## config.mk

```make
export PLATFORM = sky130hd
export DESIGN_NAME = dmem_lsu
export DESIGN_NICKNAME = d
export VERILOG_FILES = /design/src/rtl/dmem_lsu_pkg.sv /design/src/rtl/dmem_lsu_align.sv /design/src/rtl/dmem_lsu.sv
export SDC_FILE = /design/constraint.sdc
export NUM_CORES = 1
export LEC_CHECK = 0
export ABC_AREA = 1
export BUFFER_PORTS_ARGS = -buffer_cell sky130_fd_sc_hd__buf_2
export CAP_MARGIN = 20
export CELL_PAD_IN_SITES_DETAIL_PLACEMENT = 1
export CELL_PAD_IN_SITES_GLOBAL_PLACEMENT = 2
export CORE_MARGIN = 3
export CORE_UTILIZATION = 18
export CTS_CLUSTER_DIAMETER = 150
export CTS_CLUSTER_SIZE = 28
export DETAILED_ROUTE_END_ITERATION = 8
export PLACE_DENSITY = 0.84
export REMOVE_ABC_BUFFERS = 1
export SYNTH_ARGS = -nofsm -noshare
export SYNTH_HDL_FRONTEND = slang
export SYNTH_SLANG_ARGS = --single-unit
```

## constraint.sdc

```tcl
create_clock -name clk -period 1.3 [get_ports clk]
set_clock_uncertainty 0.05 [all_clocks]
set_input_delay 0.195 -clock clk [delete_from_list [all_inputs] [get_ports clk]]
set_output_delay 0.195 -clock clk [all_outputs]
set_load 0.02 [all_outputs]
```

## src/rtl/dmem_lsu_pkg.sv

```systemverilog
// -----------------------------------------------------------------------------
// dmem_lsu_pkg
// Shared definitions for the data-memory load/store unit:
//   - access size encodings (byte / half / word / illegal)
//   - FSM state encoding
//   - byte-enable base patterns (shifted by the address offset)
//   - is_misaligned(): alignment rule for a size/offset pair
// -----------------------------------------------------------------------------
package dmem_lsu_pkg;

    localparam logic [1:0] SIZE_BYTE = 2'b00;
    localparam logic [1:0] SIZE_HALF = 2'b01;
    localparam logic [1:0] SIZE_WORD = 2'b10;
    localparam logic [1:0] SIZE_ILL  = 2'b11;

    typedef enum logic [1:0] {
        ST_IDLE      = 2'd0,
        ST_LOAD_WAIT = 2'd1,
        ST_RESP      = 2'd2
    } lsu_state_t;

    localparam logic [3:0] BE_BYTE = 4'b0001;
    localparam logic [3:0] BE_HALF = 4'b0011;
    localparam logic [3:0] BE_WORD = 4'b1111;

    // Illegal size always faults; halves need an even address, words need a
    // 4-byte aligned address. Bytes are always aligned.
    function automatic logic is_misaligned(input logic [1:0] size,
                                           input logic [1:0] off);
        logic bad;
        bad = 1'b0;
        case (size)
            SIZE_BYTE: bad = 1'b0;
            SIZE_HALF: bad = off[0];
            SIZE_WORD: bad = (off != 2'b00);
            default:   bad = 1'b1;
        endcase
        return bad;
    endfunction

endpackage

```

## src/rtl/dmem_lsu_align.sv

```systemverilog
// -----------------------------------------------------------------------------
// dmem_lsu_align
// Combinational load-data path: picks the addressed byte or halfword out of
// the memory read word and sign- or zero-extends it to 32 bits.
// Ports:
//   rdata       in  32  registered memory read word
//   off         in  2   byte offset of the load address
//   size        in  2   access size (byte / half / word)
//   is_unsigned in  1   1 = zero-extend, 0 = sign-extend
//   data        out 32  extended load result
// -----------------------------------------------------------------------------
module dmem_lsu_align
    import dmem_lsu_pkg::*;
(
    input  logic [31:0] rdata,
    input  logic [1:0]  off,
    input  logic [1:0]  size,
    input  logic        is_unsigned,
    output logic [31:0] data
);

    logic [7:0]  lane_b;
    logic [15:0] lane_h;

    always_comb begin
        lane_b = rdata[8*off +: 8];
        // Halfwords are only ever even-aligned here, so off[1] picks the half.
        lane_h = off[1] ? rdata[31:16] : rdata[15:0];
        data   = rdata;
        case (size)
            SIZE_BYTE: data = is_unsigned ? {24'd0, lane_b}
                                          : {{24{lane_b[7]}}, lane_b};
            SIZE_HALF: data = is_unsigned ? {16'd0, lane_h}
                                          : {{16{lane_h[15]}}, lane_h};
            default:   data = rdata;
        endcase
    end

endmodule

```

## src/rtl/dmem_lsu.sv

```systemverilog
// -----------------------------------------------------------------------------
// dmem_lsu
// Load/store unit on the initiator side of the data-memory port. Takes one
// request at a time from the MEM stage, drives the memory in the accept cycle,
// and returns exactly one response per request to writeback.
//
// Optional feature (compile-time macro): DMEM_LSU_BOUND_CHK_EN
//   defined   : req_addr[31:ADDR_W] != 0 faults like a misalignment
//   undefined : upper address bits pass through; the memory aliases them
//
// Handshakes: a transfer happens on a rising clk edge where valid && ready are
// both high; valid may not depend on ready, and the payload is held stable
// while valid is high and ready is low.
//
// Ports:
//   clk, rst_n                 clock, asynchronous active-low reset
//   req_valid/req_ready        request handshake (ready only in IDLE)
//   req_store, req_size,
//   req_unsigned, req_addr,
//   req_wdata, req_tag         request payload (sampled only at accept)
//   resp_valid/resp_ready      response handshake
//   resp_data, resp_tag,
//   resp_misalign              response payload, held while waiting
//   mem_we, mem_addr,
//   mem_wdata_sel, mem_wdata   memory request, combinational in accept cycle
//   mem_rdata                  memory read word, valid one cycle after address
// -----------------------------------------------------------------------------
module dmem_lsu
    import dmem_lsu_pkg::*;
#(
    parameter int ADDR_W = 12,
    parameter int TAG_W  = 5
) (
    input  logic             clk,
    input  logic             rst_n,
    input  logic             req_valid,
    output logic             req_ready,
    input  logic             req_store,
    input  logic [1:0]       req_size,
    input  logic             req_unsigned,
    input  logic [31:0]      req_addr,
    input  logic [31:0]      req_wdata,
    input  logic [TAG_W-1:0] req_tag,
    output logic             resp_valid,
    input  logic             resp_ready,
    output logic [31:0]      resp_data,
    output logic [TAG_W-1:0] resp_tag,
    output logic             resp_misalign,
    output logic             mem_we,
    output logic [31:0]      mem_addr,
    output logic [3:0]       mem_wdata_sel,
    output logic [31:0]      mem_wdata,
    input  logic [31:0]      mem_rdata
);

    lsu_state_t  state;

    logic        accept;
    logic        oob;
    logic        fault;
    logic        store_go;
    logic [1:0]  off;
    logic [3:0]  be;

    // Load context held across LOAD_WAIT (the request bus is free by then).
    logic [1:0]  ld_off;
    logic [1:0]  ld_size;
    logic        ld_unsigned;
    logic [31:0] ld_data;

    assign req_ready = (state == ST_IDLE);
    assign accept    = req_valid && req_ready;
    assign off       = req_addr[1:0];

`ifdef DMEM_LSU_BOUND_CHK_EN
    assign oob = |req_addr[31:ADDR_W];
`else
    assign oob = 1'b0;
`endif

    assign fault    = is_misaligned(req_size, off) || oob;
    // rst_n gates the write strobe so nothing is written while reset is held.
    assign store_go = rst_n && accept && req_store && !fault;

    assign mem_we   = store_go;
    assign mem_addr = {req_addr[31:2], 2'b00};

    always_comb begin
        be        = BE_WORD;
        mem_wdata = req_wdata;
        case (req_size)
            SIZE_BYTE: begin
                be        = BE_BYTE << off;
                mem_wdata = {4{req_wdata[7:0]}};
            end
            SIZE_HALF: begin
                be        = BE_HALF << off;
                mem_wdata = {2{req_wdata[15:0]}};
            end
            default: begin
                be        = BE_WORD;
                mem_wdata = req_wdata;
            end
        endcase
    end

    assign mem_wdata_sel = store_go ? be : 4'b0000;

    dmem_lsu_align u_align (
        .rdata       (mem_rdata),
        .off         (ld_off),
        .size        (ld_size),
        .is_unsigned (ld_unsigned),
        .data        (ld_data)
    );

    always_ff @(posedge clk or negedge rst_n) begin
        if (!rst_n) begin
            state         <= ST_IDLE;
            resp_valid    <= 1'b0;
            resp_data     <= 32'd0;
            resp_tag      <= '0;
            resp_misalign <= 1'b0;
            ld_off        <= 2'b00;
            ld_size       <= SIZE_BYTE;
            ld_unsigned   <= 1'b0;
        end else begin
            case (state)
                ST_IDLE: begin
                    if (accept) begin
                        resp_tag  <= req_tag;
                        resp_data <= 32'd0;
                        if (fault) begin
                            resp_misalign <= 1'b1;
                            resp_valid    <= 1'b1;
                            state         <= ST_RESP;
                        end else if (req_store) begin
                            resp_misalign <= 1'b0;
                            resp_valid    <= 1'b1;
                            state         <= ST_RESP;
                        end else begin
                            resp_misalign <= 1'b0;
                            ld_off        <= off;
                            ld_size       <= req_size;
                            ld_unsigned   <= req_unsigned;
                            state         <= ST_LOAD_WAIT;
                        end
                    end
                end
                ST_LOAD_WAIT: begin
                    // mem_rdata now holds the word addressed at accept.
                    resp_data  <= ld_data;
                    resp_valid <= 1'b1;
                    state      <= ST_RESP;
                end
                ST_RESP: begin
                    if (resp_ready) begin
                        resp_valid <= 1'b0;
                        state      <= ST_IDLE;
                    end
                end
                default: begin
                    state      <= ST_IDLE;
                    resp_valid <= 1'b0;
                end
            endcase
        end
    end

endmodule

```

# Word level (Yosys, flattened, before mapping)
# Index checks and enable logic that the tools add are counted.
dict set report classes {
  n_eq_ne 8
  n_shift 3
  muxes 21
  bitwise 2
  n_reduce_logical 15
}
# operator n
set op_table {}
lappend op_table {{32-bit case mux with 2 select lines} 3}
lappend op_table {{32-bit two-way mux} 3}
lappend op_table {{32-bit by 6-bit indexed part select with 8-bit output} 1}
lappend op_table {{16-bit two-way mux} 1}
lappend op_table {{2-bit two-way mux} 4}
lappend op_table {{4-bit case mux with 2 select lines} 1}
lappend op_table {{2-bit by 1-bit == test with 1-bit output, second input constant} 3}
lappend op_table {{2-bit zero test} 3}
lappend op_table {{1-bit case mux with 3 select lines} 2}
lappend op_table {{2-bit case mux with 3 select lines} 1}
lappend op_table {{2-bit AND reduction} 3}
lappend op_table {{1-bit two-way mux} 5}
lappend op_table {{2-bit == test, second input constant} 2}
lappend op_table {{1-bit logical AND} 4}
lappend op_table {{4-bit two-way mux} 1}
lappend op_table {{4-bit AND reduction} 1}
lappend op_table {{2-bit nonzero test} 2}
lappend op_table {{1-bit by 2-bit << shifter with 4-bit output, first input constant} 1}
lappend op_table {{2-bit by 2-bit << shifter with 4-bit output, first input constant} 1}
lappend op_table {{3-bit by 1-bit inequality test with 1-bit output, second input constant} 1}
lappend op_table {{3-bit AND reduction} 1}
lappend op_table {{2-bit by 1-bit inequality test with 1-bit output, second input constant} 1}
lappend op_table {{2-bit inequality test, second input constant} 1}
lappend op_table {{1-bit inverter} 2}
lappend op_table {{1-bit zero test} 1}
dict set report word_totals {
  register_bits 46
  inputBits 109
  word_cells 57
}

# Longest topological paths before layout
# Gate-level depths: netlist (run 1).
dict set report depth {
  depth_word 6
  mapped_depth 11
  ltp_nobuf 9
}

# Hierarchy
# A second synthesis (run 1) with hierarchy kept.
dict set report unflattened {
  cells_unflattened 502
  area_unflattened_um2 3597.2
}
# module instances cells_per_inst area_each_um2 seq_area_each_um2
set modules_own_cells {}
lappend modules_own_cells {dmem_lsu 1 348 2676.3 1151.1}
lappend modules_own_cells {dmem_lsu_align 1 154 920.9 0.0}

# Worst setup path before layout (run 1)
# Ideal clock, no wire load.
dict set report synth_path {
  path_type {register to output}
  start {register state[0]}
  end {output port mem_wdata_sel[0]}
  arrival_time_ns 1.396
  slack_ns -0.341
  stages_incl_launch_ff 8
  n_path_buf 0
  path_cell_list {dfrtp_1 > inv_1 > nand2_1 > inv_1 > nand2_2 > nor2_1 > nand3_1 > nor2_1}
}
dict set report synth_between {
  elab_chain_len 6
}
# element line
set synth_lines {}
lappend synth_lines {{start, declared} dmem_lsu.sv:56} ;# lsu_state_t state;
lappend synth_lines {{start signal, assigned} dmem_lsu.sv:119} ;# state <= ST_IDLE;
lappend synth_lines {{start signal, assigned} dmem_lsu.sv:136} ;# state <= ST_RESP;
lappend synth_lines {{start signal, assigned} dmem_lsu.sv:140} ;# state <= ST_RESP;
lappend synth_lines {{2-bit zero test} dmem_lsu.sv:71} ;# assign req_ready = (state == ST_IDLE);
lappend synth_lines {{net req_ready} dmem_lsu.sv:37} ;# output logic req_ready,
lappend synth_lines {{1-bit logical AND} dmem_lsu.sv:72} ;# assign accept = req_valid && req_ready;
lappend synth_lines {{1-bit logical AND (3 in series)} dmem_lsu.sv:83} ;# assign store_go = rst_n && accept && req_store && !fault;
lappend synth_lines {{4-bit two-way mux} dmem_lsu.sv:107} ;# assign mem_wdata_sel = store_go ? be : 4'b0000;
lappend synth_lines {{end, declared} dmem_lsu.sv:51} ;# output logic [3:0] mem_wdata_sel,
# The timed path passes the listed nets, and every way through them passes these cells.

# Worst setup path in the final report (run 1)
dict set report layout_path {
  start {register state[1]}
  end {output port mem_wdata_sel[3]}
}
dict set report layout_between {
  elab_chain_len 6
}
# element line
set layout_lines {}
lappend layout_lines {{2-bit zero test} dmem_lsu.sv:71}
lappend layout_lines {{1-bit logical AND} dmem_lsu.sv:72}
lappend layout_lines {{1-bit logical AND (3 in series)} dmem_lsu.sv:83}
lappend layout_lines {{4-bit two-way mux} dmem_lsu.sv:107}
# Every way passes these cells.

==> results of run 1 <==
## registers in the layout, summed over array words and instances (netlist names)
register       cells
resp_data         32
resp_tag           5
ld_off             2
ld_size            2
state              2
ld_unsigned        1
resp_misalign      1
resp_valid         1
## logic make-up (layout without fill, tap and decap cells)
kind of cell | Yosys count | after routing
and+or+nand+nor | 308 | 309
buffers and inverters | 90 | 252
DFF | 46 | 46
AOI/OAI and AO/OA | 43 | 43
other | 1 | 2
## critical path, stage by stage, from the launching register on
cell and delay [ps]:
dfrtp_1 400, inv_2 70, nand2_2 60, inv_2 80
nand2_4 60, nor2_4 110, nand3_4 140, nor2_4 140
buf_6 120
## through the flow
stage               cells  util (%)  hold slack (ps)  power [mW]
finish                872      29.6             56.7        7.14
global placement      848      24.8              268        5.13
floorplan             431         -             -151        3.63
detailed placement    848      24.8              264        5.16
CTS                   866      27.5             48.1        6.90
global route          872      29.6             58.9        7.69
## how the worst max path moves through the flow
stage | cells past startpoint | slack, ps | to
floorplan | 6 | -580 | resp_data[7]$_DFFE_PN0P_
global placement | 9 | -220 | resp_data[21]$_DFFE_PN0P_
detailed placement | 9 | -240 | resp_data[30]$_DFFE_PN0P_
CTS | 8 | -380 | mem_wdata_sel[1]
global route | 8 | -470 | mem_wdata_sel[0]
finish | 8 | -390 | mem_wdata_sel[3]
## cell type report
| cell class | count | area, um2 | share of cell area (%) |
|---|---|---|---|
| Multi-Input combinational cell | 354 | 1860 | 37.5 |
| Timing Repair Buffer | 212 | 1390 | 27.9 |
| Sequential cell | 46 | 1150 | 23.2 |
| Tap cell | 220 | 275 | 5.54 |
| Inverter | 32 | 150 | 3.02 |
| Clock buffer | 6 | 129 | 2.59 |
| Clock inverter | 2 | 13.8 | 0.277 |
## report_power, final
part	internal [mW]	switching, mW
registers	1.73	0.262
logic	1.54	2.33
clock network	0.715	0.566
total	3.98	3.16
## Yosys cell counts
library cell and instances:
inv_2 2, o21ai_0 23, o21bai_1 1, clkbuf_2 1, buf_4 40, nand2_1 234, nand3_1 19, o211ai_1 8
buf_2 3, nand3_4 1, buf_6 2, a211oi_1 1, conb_1 1, nand2_4 2, nand2_2 3, a21oi_1 10
clkbuf_1 12, dfrtp_1 46, nor2_1 47, nor2_8 1, nor2_2 1, inv_8 1, inv_1 29
## routing by layer
layer	wire length [um]	vias up
met3	1250	7
li1	-	1786
met5	56	-
met1	5790	1696
met2	6390	156
met4	64	2
## what timing repair did
item,CTS,global route
gates resized for setup,59,100
pin swaps,11,14
cloned,4,0
setup endpoints to repair,51,64
hold buffers,1,0
endpoints found under the hold margin,46,0
setup buffers,6,7
==> flow_summary_export.csv, run 1 <==
group,metric,value,unit
cells_and_area,antenna_cells,0,
global_route,grt_antenna_before_repair,0,
critical_path,cp.arrival,1450,ps
global_route,grt_first_pass_wirelength,20.9,mm
die,die_y,138,um
cts,numCtsBuffers,5,
synth,yosysTopAreaCellShare,36.6,%
synth,syn_avg_cell_area,6.45,um2
detailed_routing,drt-total-wl,13.6,mm
detailed_routing,avgRoutedWirePerCell,15.5,um
cts,h-tree-depth,2,
place,placed_area,4180,um2
outcome,violations,"setup timing",
sta,fmaxAchievable,590,MHz
cells_and_area,final_cell_mix,"nand2_1 (178), buf_2 (146), buf_4 (44), dfrtp_1 (44), nor2_1 (40)",
global_route,grt.busiest_layer,"met2",
place,dpl.hpwl,10.0,mm
critical_path,reg2reg_to,"resp_data[19]$_DFFE_PN0P_",
synth,netlist-cell-type-count,23,
critical_path,crit_required,1050,ps
synth,synthSimpleGateAreaFrac,39.3,%
cells_and_area,final_common_cell,"nand2_1",
synth,synthMuxAreaShare,0,%
global_route,track_usage,13.6,%
cts,clock_path_buffers,2,
sta,fin_crit_sh,130,%
pwr,p_leak,2.90,nW
cts,cts_sinks,46,
cts,path_clk_slew,70,ps
cells_and_area,drive_above_1_share,47.5,%
sta,hold_viol,0,
die,initial_utilization,18.7,%
critical_path,cp_max_fo,5,
critical_path,crit_path_start_kind,"register",
die,pin_count,218,
detailed_routing,dr.first_iter.drc_count,125,
place,portBuffers,155,
synth,synth_xor_area_share,0,%
critical_path,endpoint_kind,"output port",
synth,syn-instance-count,488,
cts,clock_latency,290,ps
sta,setup_ws,-394,ps
cts,tritoncts,"built",
critical_path,path_class,"register to output port",
sta,fin_tns_setup,-13490,ps
sta,setup_viol,52,
sta,finalMaxSlewViolations,0,
sta,fin_crit,1690,ps
die,dieArea,19100,um2
place,gp_congestion,0.751,
synth,synth_area,3150,um2
run,drv_cap,0,
critical_path,reg2reg_depth,12,
pwr,p_per_area,1440,nW/um2
critical_path,rrSetupSlack,-320,ps
global_route,grt_max_degree,47,
detailed_routing,dr.pass1.iters,4,
global_route,use_met2,21.8,%
critical_path,r2r_start,"state[1]$_DFFE_PN0P_",
synth,ys_ff_latch,46,
synth,synthAdderAreaFrac,0,%
synth,ys_seq_area_share,36.6,%
detailed_routing,vias_per_cell,4.18,
outcome,outcome,"complete, but fails checks",
synth,synth_area_leaders,"dfrtp_1 (37%), nand2_1 (28%), buf_4 (9.5%)",
worst_hold_path,hold_class,"input port to register",
detailed_routing,drcViolationCount,0,
die,rows,47,
synth,synth_compound_area_share,7.64,%
detailed_routing,ant_nets,0,
synth,yosys_warnings,0,
die,fp.coreArea,16800,um2
global_route,grt_pass1_vias,3837,
cells_and_area,area_growth,58.0,%
detailed_routing,vias,3647,
worst_hold_path,hp-start,"req_tag[0]",
cells_and_area,nets,760,
pwr,ir_drop,750,uV
worst_hold_path,hold_end,"resp_tag[0]$_DFFE_PN0P_",
global_route,grt-ovfl-total,0,
synth,synth_top_family_by_area,"simple AND/OR/NAND/NOR gates",
global_route,grt_use_met1,17.5,%
sta,rsz0062_at_grt,"true",
cells_and_area,fin_area,4970,um2
global_route,use_met3,5.35,%
critical_path,crit_start,"state[1]$_DFFE_PN0P_",
worst_hold_path,hold_depth,3,
die,die_x,138,um
place,pre_cts_ws,-238,ps
cells_and_area,nFillCells,2159,
synth,synth_top_area_cell,"dfrtp_1",
cts,cts-root-buf,"clkbuf_16",
Power figures use the tool's default switching activity.
==> run 2: changes to the inputs <==
- PLACE_DENSITY: 0.84 -> 0.78
==> run 2 against run 1 <==
The run still ends with setup timing left. Clock power rose by 16%. Routed wire length rose by 4.6%. Total power rose by 3.8%. Utilization rose by 0.39 points. Flip-flop and latch count did not move. Register-to-register slack improved by 80 ps. Die area did not move. Non-clock buffer count fell by 2. Maximum frequency rose by 2.6%. First-iteration DRC count fell by 21%. Critical path depth did not move.
==> flow_summary_export.csv, run 2 (same netlist as run 1, synthesis figures left out) <==
group,metric,value,unit
outcome,outcome,"complete, but fails checks",
outcome,violations,"setup timing",
pwr,power.total,7.42,mW
cells_and_area,area_growth,60.1,%
cells_and_area,antenna_cells,0,
global_route,grt.busiest_layer,"met2",
cells_and_area,final_common_cell,"nand2_1",
cells_and_area,drive_above_1_share,48.6,%
run,drv_cap,0,
sta,fmaxAchievable,606,MHz
cells_and_area,fin_area,5040,um2
critical_path,rrSetupSlack,-240,ps
die,pin_count,218,
critical_path,crit_path_start_kind,"register",
pwr,ir_drop,603,uV
sta,finalMaxSlewViolations,0,
detailed_routing,dr.first_iter.drc_count,99,
cts,clock_latency,290,ps
pwr,p_leak,2.93,nW
sta,fin_crit,1650,ps
detailed_routing,avgRoutedWirePerCell,16.3,um
place,gp_congestion,0.733,
sta,hold_viol,0,
global_route,use_met2,23.1,%
detailed_routing,vias_per_cell,4.25,
sta,setup_viol,50,
critical_path,endpoint_kind,"output port",
cts,tritoncts,"built",
cts,numCtsBuffers,5,
cells_and_area,final_cell_mix,"nand2_1 (172), buf_2 (144), buf_4 (44), dfrtp_1 (44), nor2_1 (38)",
critical_path,cp_slowest_stage_delay,390,ps
global_route,grt_use_met1,18.6,%
die,dieArea,19100,um2
place,portBuffers,155,
critical_path,cp_max_fo,5,
worst_hold_path,hold_end,"resp_tag[2]$_DFFE_PN0P_",
detailed_routing,drcViolationCount,0,
global_route,use_met3,6.32,%
place,placed_area,4150,um2
critical_path,reg2reg_depth,11,
global_route,grt_first_pass_wirelength,22.0,mm
critical_path,crit_top_cell,"nand2_4",
sta,fin_crit_sh,127,%
cts,path_clk_slew,70,ps
critical_path,crit_required,1050,ps
cells_and_area,top_regs,"resp_data: 32 flops, resp_tag: 5 flops",
worst_hold_path,hold_class,"input port to register",
die,rows,47,
detailed_routing,dr.pass1.iters,4,
global_route,grt_max_degree,47,
place,placed_cells,846,
cells_and_area,final_util,29.9,%
critical_path,slowest_stage,"dfrtp_1",
place,dpl.hpwl,10.3,mm
global_route,grt_antenna_before_repair,0,
worst_hold_path,hold_depth,3,
global_route,grt_pass1_vias,3918,
global_route,track_usage,14.4,%
cells_and_area,largest_reg_flops,32,
critical_path,cp_cell_sequence,"inv_2 > nand2_4 > inv_4 > nand2_4 > nor2_4 > nand3_4 > nor2_2 > buf_6",
critical_path,reg2reg_to,"ld_size[1]$_DFFE_PN0P_",
pwr,p_per_area,1470,nW/um2
detailed_routing,drt-total-wl,14.2,mm
cells_and_area,nets,758,
global_route,grt-ovfl-total,0,
worst_hold_path,hp-start,"req_tag[2]",
cells_and_area,regMostFlops,"resp_data",
critical_path,path_class,"register to output port",
die,initial_utilization,18.7,%
cts,clock_path_buffers,2,
critical_path,r2r_start,"state[1]$_DFFE_PN0P_",
cts,h-tree-depth,2,
cts,cts-root-buf,"clkbuf_16",
critical_path,cp.arrival,1410,ps
die,die_y,138,um
detailed_routing,ant_nets,0,
die,fp.coreArea,16800,um2
die,die_x,138,um
sta,rsz0062_at_grt,"true",
detailed_routing,vias,3696,
sta,setup_ws,-351,ps
cells_and_area,final_cells,870,
cts,cts_sinks,46,
==> run 2: changes by cell type in the layout (fill, tap and decap cells not counted), moves of 2 or more <==
cell	previous run	this run
o21ai_0	14	16
o21ai_1	4	2
nand2_4	26	30
nor2_1	40	38
nor2_2	2	4
nand2_1	178	172
buf_2	146	144
==> run 2: what timing repair did <==
action,in CTS,in global routing
setup endpoints to repair,52,66
buffers inserted,9,7
hold buffers,1,0
resized for setup,94,86
pin swaps,22,14
gates cloned,5,0
hold endpoints to repair,11,0
==> run 2: worst max-delay path by stage <==
stage	to	from	slack [ps]	cells past startpoint
floorplan	resp_data[7]$_DFFE_PN0P_	state[1]$_DFFE_PN0P_	-580	6
global placement	mem_wdata_sel[2]	state[1]$_DFFE_PN0P_	-160	8
detailed placement	mem_wdata_sel[1]	state[1]$_DFFE_PN0P_	-220	8
CTS	mem_wdata_sel[3]	state[1]$_DFFE_PN0P_	-390	8
global route	mem_wdata_sel[2]	state[1]$_DFFE_PN0P_	-460	8
finish	mem_wdata_sel[0]	state[1]$_DFFE_PN0P_	-350	8
==> run 2: per-stage QoR <==
stage	setup WS (ps)	setup TNS [ps]	hold WS, ps
3_5_place_dp	-222	-5910	276
6_report	-351	-9340	49.3
3_3_place_gp	-164	-4570	277
2_1_floorplan	-582	-21380	-151
5_1_grt	-462	-13690	44.5
4_1_cts	-387	-13590	41.1
==> run 2: area by class of cell <==
type | instances | area, um2
Sequential cell | 46 | 1150
Timing Repair Buffer | 210 | 1370
Inverter | 32 | 150
Fill cell | 2139 | 11800
Clock inverter | 3 | 40.0
Tap cell | 220 | 275
Multi-Input combinational cell | 354 | 1920
Clock buffer | 5 | 125
==> run 2: where the power goes <==
part / switching, mW / total [mW] / internal (mW) / leakage [nW]
Clock: 0.580 / 1.48 / 0.902 / 0.0836
Combinational: 2.39 / 3.95 / 1.56 / 2.24
Sequential: 0.257 / 1.98 / 1.73 / 0.608
==> run 2: routing by layer <==
| layer | part of all wire, % | vias to the layer above |
|---|---|---|
| li1 | - | 1785 |
| met1 | 43 | 1738 |
| met2 | 47 | 169 |
| met3 | 10 | 4 |
| met4 | 0.37 | 0 |
| met5 | 0 | - |
==> run 2: worst max-delay path: cells and delay by family, from the launching register on <==
family / cells / cell delay [ps]
buffers and inverters: 3 / 270
DFF: 1 / 390
and+or+nand+nor: 5 / 460
